## src/rtl/morse_sequencer_pkg.sv

```systemverilog
// morse_sequencer_pkg: shared FSM encoding and letter constants for the morse front end
package morse_sequencer_pkg;
  typedef enum logic [1:0] {IDLE = 2'd0, MARK = 2'd1, SPACE = 2'd2, GAP = 2'd3} state_t;
  localparam int MORSE_MAX_SYM = 5;
  localparam logic DOT = 1'b0;
  localparam logic DASH = 1'b1;
endpackage

```

## src/rtl/morse_debounce.sv

```systemverilog
// morse_debounce: two-flop synchronizer plus a filter that needs DEBOUNCE equal samples to switch
module morse_debounce #(
  parameter int DEBOUNCE = 2
) (
  input  logic clock,
  input  logic reset,
  input  logic din,
  output logic m_f
);
  localparam int DW = $clog2(DEBOUNCE + 1);
  logic s1, s2;
  logic [DW-1:0] cnt;
  // synchronize, then flip m_f once the new level has been seen DEBOUNCE times in a row
  always_ff @(posedge clock or negedge reset) begin
    if (!reset) begin
      s1  <= 1'b0;
      s2  <= 1'b0;
      cnt <= '0;
      m_f <= 1'b0;
    end else begin
      s1 <= din;
      s2 <= s1;
      if (s2 == m_f) cnt <= '0;
      else if (cnt == DW'(DEBOUNCE - 1)) begin
        m_f <= s2;
        cnt <= '0;
      end else cnt <= cnt + DW'(1);
    end
  end
endmodule

```

## src/rtl/morse_sequencer.sv

```systemverilog
// morse_sequencer: times marks and spaces on the filtered key and hands finished letters to the processor
module morse_sequencer
  import morse_sequencer_pkg::*;
#(
  parameter int DEBOUNCE   = 2,
  parameter int DASH_MIN   = 60,
  parameter int LETTER_GAP = 150,
  parameter int END_GAP    = 600,
  parameter int CNT_W      = 16
) (
  input  logic       clock,
  input  logic       reset,
  input  logic       morse,
  input  logic       sym_ready,
  output logic       sym_valid,
  output logic [4:0] sym_code,
  output logic [2:0] sym_len,
  output logic       sym_err,
  output logic       overrun,
  output logic       decode_end,
  output logic       busy
);
  state_t state, state_d;
  logic m_f, letter_done, msg_end, elem;
  logic [CNT_W-1:0] mark_cnt, space_cnt, mark_inc, space_inc;
  logic [4:0] a_code;
  logic [2:0] a_len;
  logic a_err;
  morse_debounce #(.DEBOUNCE(DEBOUNCE)) u_debounce (
    .clock (clock),
    .reset (reset),
    .din   (morse),
    .m_f   (m_f)
  );
  assign mark_inc  = &mark_cnt ? mark_cnt : mark_cnt + CNT_W'(1);
  assign space_inc = &space_cnt ? space_cnt : space_cnt + CNT_W'(1);
  assign elem      = (mark_cnt >= CNT_W'(DASH_MIN)) ? DASH : DOT;
  assign busy      = state != IDLE;
  // next state; a letter closes or the message ends on the cycle the space count reaches its gap
  always_comb begin
    state_d     = state;
    letter_done = 1'b0;
    msg_end     = 1'b0;
    case (state)
      IDLE:  state_d = m_f ? MARK : IDLE;
      MARK:  state_d = m_f ? MARK : SPACE;
      SPACE: begin
        letter_done = !m_f && space_inc == CNT_W'(LETTER_GAP);
        state_d     = m_f ? MARK : letter_done ? GAP : SPACE;
      end
      default: begin
        msg_end = !m_f && space_inc == CNT_W'(END_GAP);
        state_d = m_f ? MARK : msg_end ? IDLE : GAP;
      end
    endcase
  end
  // state, duration counters and per-letter element assembly
  always_ff @(posedge clock or negedge reset) begin
    if (!reset) begin
      state      <= IDLE;
      mark_cnt   <= '0;
      space_cnt  <= '0;
      a_code     <= '0;
      a_len      <= '0;
      a_err      <= 1'b0;
      decode_end <= 1'b0;
    end else begin
      state      <= state_d;
      decode_end <= msg_end;
      mark_cnt   <= (state == MARK) ? mark_inc : CNT_W'(1);
      space_cnt  <= (state == SPACE || state == GAP) ? space_inc : '0;
      if (state_d == MARK && (state == IDLE || state == GAP)) begin
        a_code <= '0;
        a_len  <= '0;
        a_err  <= 1'b0;
      end else if (state == MARK && !m_f) begin
        if (a_len < 3'(MORSE_MAX_SYM)) begin
          a_code <= a_code | (5'(elem) << a_len);
          a_len  <= a_len + 3'd1;
        end else a_err <= 1'b1;
      end
    end
  end
  // one-entry letter buffer; a letter finishing while it is still held is dropped and flagged
  always_ff @(posedge clock or negedge reset) begin
    if (!reset) begin
      sym_valid <= 1'b0;
      sym_code  <= '0;
      sym_len   <= '0;
      sym_err   <= 1'b0;
      overrun   <= 1'b0;
    end else begin
      if (letter_done && (!sym_valid || sym_ready)) begin
        sym_valid <= 1'b1;
        sym_code  <= a_code;
        sym_len   <= a_len;
        sym_err   <= a_err;
      end else if (sym_ready) sym_valid <= 1'b0;
      overrun <= overrun | (letter_done & sym_valid & ~sym_ready);
    end
  end
endmodule

```

## config.mk

```make
export PLATFORM = sky130hd
export DESIGN_NAME = morse_sequencer
export DESIGN_NICKNAME = d
export VERILOG_FILES = /design/src/rtl/morse_sequencer_pkg.sv /design/src/rtl/morse_debounce.sv /design/src/rtl/morse_sequencer.sv
export SDC_FILE = /design/constraint.sdc
export NUM_CORES = 1
export LEC_CHECK = 0
export CAP_MARGIN = 10
export CORE_MARGIN = 1
export CORE_UTILIZATION = 55
export CTS_BUF_LIST = sky130_fd_sc_hd__clkbuf_16
export CTS_CLUSTER_DIAMETER = 80
export DETAILED_ROUTE_END_ITERATION = 12
export PLACE_DENSITY = 0.74
export SETUP_SLACK_MARGIN = 0.02
export SYNTH_ARGS = -nofsm -noshare
export SYNTH_HDL_FRONTEND = slang
export SYNTH_SLANG_ARGS = --single-unit
```

## constraint.sdc

```tcl
create_clock -name clock -period 4 [get_ports clock]
set_input_delay 0.8 -clock clock [delete_from_list [all_inputs] [get_ports clock]]
set_output_delay 0.8 -clock clock [all_outputs]
set_load 0.1 [all_outputs]
```

==> impl_metrics.yaml <==
global_route:
  grt_use_total_pct: 25.52
  grt_first_pass_wirelength_um: 11920
  grt_max_degree: 40
  grt.overflow.total: 0
  grt_pass1_vias: 2524
  antenna_found_initial: 0
hold_path:
  holdPathEnd: "u_debounce.s2$_DFF_PN0_"
  hold_depth: 0
  hold_path.class: "reg2reg"
  worstHoldStart: "u_debounce.s1$_DFF_PN0_"
sta:
  setup_viol: 0
  rsz0062_at_grt: "no"
  slew_headroom_pct: 24.86
  skew_ns: 0.005714
  period_share_pct: 81.97
  fin_tns_setup_ns: 0
  maxSlewViolCount: 0
  fmax_mhz: 305.0
  worstMarginPinSlew_ns: 1.123
  timing.final.crit_period_ns: 3.279
  hold_violations: 0
critical_path:
  worst_setup_path_end_kind: "flip-flop"
  crit_required_ns: 4.21
  r2r_end: "sym_len[2]$_DFFE_PN0P_"
  cp_max_fo: 10
  start_kind: "flip-flop"
  crit_type: "reg2reg"
  cp_slowest_cell: "or4_1"
  critical-path-max-stage-delay_ns: 0.62
  cp.arrival_ns: 3.49
  ff2ff_path_depth: 8
  crit_chain: "ha_1, nand3_1, or4_1, o211a_1, nor4_4, nand3_1, nor3_4, mux2_2"
  r2r-start: "space_cnt[0]$_DFF_PN0_"
  reg2reg_slack_ns: 0.72
  cpMostUsedCell: "nand3_1"
clocking:
  path_clk_slew_ns: 0.05
  cts_tree: "done"
  cts_resized: 0
  cts_htree_levels: 3
  clock-sinks: 60
  clockRootBuffer: "clkbuf_16"
  cts_buffers: 9
  postCtsSetupRepairBufs: 0
  clockBufferDepth: 2
  insertion_delay_ns: 0.33
  hold_buffers: 0
pwr:
  clkPwrFrac_pct: 40.0
  p_switching_uw: 611.5
  comb_power_share_pct: 20.7
  power.leakage_uw: 0.001576
  ir_drop_uv: 374.7
  seq_power_share_pct: 39.3
  power.density_nw_per_um2: 506.1
  p_int_uw: 1247
  swShare_pct: 32.91
drt:
  route.detailed.drc: 0
  dr_wl_met2_um: 3461
  wl_met1_um: 2980
  first_pass_iters: 4
  vias: 2524
  wl_met3_um: 301
  routed_wl_um: 6888
  final_antenna_net_count: 0
  top_layer: "met4"
  wire_per_inst_um: 16.25
  drt_iter0_drc: 158
  vias_per_cell: 5.953
die:
  initial_core_util_pct: 57.42
  ioPinCount: 17
  rows: 27
  die_height_um: 78.29
  die_w_um: 78.29
  core_um2: 5574
  die-area_um2: 6129
synthesis:
  synthFlopType: "dfrtp_1"
  synth_edf_count: 0
  synthArstFlopShare_pct: 100.0
  syn_area_per_cell_um2: 9.611
  synth_seq_cells: 60
  ys.warnings.count: 0
  synth_cell_types: 50
  netlist_area_um2: 3201
  synth.yosys.seq_area_share_pct: 46.91
  syn_nets: 345
  syn-instance-count: 333
cells_and_area:
  antenna_cells: 0
  fin_area_um2: 3672
  nNetsFinal: 359
  layout_commonest_cell: "dfrtp_1"
  drive_gt1_share_pct: 9.659
  area_delta_synth_final_pct: 14.74
  mostFrequentLayoutCells: "dfrtp_1, nor2_1, inv_1, nor3_1, nand2_1"
  fillers: 455
status:
  status: "complete, no violations"
placed_design:
  placed_area_um2: 3388
  gp_congestion: 0.9005
  dp_hpwl_um: 4728
  port_buffers: 16
job:
  cap_violations: 0
## how the worst max path moves through the flow
stage	slack [ns]	to	startpoint	cells after the start
3_5_place_dp	0.71	sym_len[2]$_DFFE_PN0P_	space_cnt[0]$_DFF_PN0_	8
2_1_floorplan	1.20	sym_code[0]$_DFFE_PN0P_	space_cnt[1]$_DFF_PN0_	10
3_3_place_gp	0.82	sym_len[0]$_DFFE_PN0P_	space_cnt[0]$_DFF_PN0_	8
5_1_grt	0.52	sym_code[0]$_DFFE_PN0P_	space_cnt[0]$_DFF_PN0_	8
6_report	0.72	sym_len[2]$_DFFE_PN0P_	space_cnt[0]$_DFF_PN0_	8
4_1_cts	0.73	sym_len[2]$_DFFE_PN0P_	space_cnt[0]$_DFF_PN0_	8
## per-stage QoR
step / hold slack [ns] / worst slack [ns] / util, % / instances / power, µW
finish: 0.3452 / 0.7212 / 65.88 / 424 / 1858
global route: 0.3637 / 0.5176 / 65.88 / 424 / 1949
CTS: 0.3477 / 0.7320 / 65.88 / 424 / 1872
detailed placement: 0.3365 / 0.7116 / 60.79 / 408 / 1126
global placement: 0.3320 / 0.8242 / 60.79 / 408 / 1107
floorplan: 0.3312 / 1.197 / - / 333 / 1014
## cell type report
cell class	instances	area [µm²]	share of cell area, %
clock buffer	9	225.2	6.133
clock inverter	7	58.81	1.601
inverter	18	67.56	1.840
multi-input combinational	241	1567	42.66
sequential	60	1501	40.89
tap	72	90.09	2.453
timing repair buffer	17	162.7	4.429
## layer usage
layer	vias up	track usage (%)
li1	1226	-
met1	1205	31.77
met2	80	42.98
met3	13	4.419
met4	0	12.41
met5	-	0
## power groups by stage
stage / clock (µW) / sequential [µW] / combinational (µW)
final: 743 / 731 / 384
after global routing: 778 / 739 / 432
after CTS: 752 / 731 / 389
after detailed placement: 0 / 740 / 386
after global placement: 0 / 735 / 372
after floorplan: 0 / 707 / 307
## Yosys cell counts (2+ instances only)
cell / instances / area share [%]
and4_1: 7 / 1.9
nor2b_1: 2 / 0.39
o21ai_0: 7 / 1.1
or2_2: 2 / 0.39
nor2_1: 48 / 5.6
and2_1: 3 / 0.59
clkbuf_1: 6 / 0.70
or3_1: 5 / 0.98
nand3_1: 14 / 2.2
inv_1: 18 / 2.1
buf_2: 6 / 0.94
a31oi_1: 7 / 1.4
nor3_1: 19 / 3.0
ha_1: 8 / 3.1
nand2_1: 18 / 2.1
a21oi_1: 10 / 1.6
nor4_1: 10 / 2.0
a311oi_1: 2 / 0.55
dfrtp_1: 60 / 47
o211a_1: 2 / 0.63
nor4_4: 2 / 1.3
nand2b_1: 2 / 0.39
mux2i_1: 4 / 1.3
xnor2_1: 11 / 3.0
nand4_1: 13 / 2.5
a211oi_1: 3 / 0.70
xor2_1: 8 / 2.2
mux2_2: 9 / 3.2
and3_1: 6 / 1.2
## critical path, delay by kind of cell, from the launching register on
kind	cells	cell delay (ns)
multiplexers	1	0.39
adder cells (fa/ha/maj)	1	0.40
AO/OA/AOI/OAI	1	0.23
AND/OR/NAND/NOR	5	1.69
flip-flops	1	0.47
## cell families after synthesis
logic type	share of synthesized area [%]
muxes	4.418
adders and majority gates	3.128
xor gates and xnor gates	5.199
DFF	46.91
buffers and inverters	4.144
and+or+nand+nor	26.43
AOI/OAI and AO/OA	9.774
## flip-flops by register name, summed over array words and instances, names as in the netlist, 2 cells and up
name and flops:
a_code 5, a_len 3, mark_cnt 16, space_cnt 16, state 2, sym_code 5
sym_len 3, u_debounce.cnt 2
No activity file was read; power rests on OpenSTA's default activity.
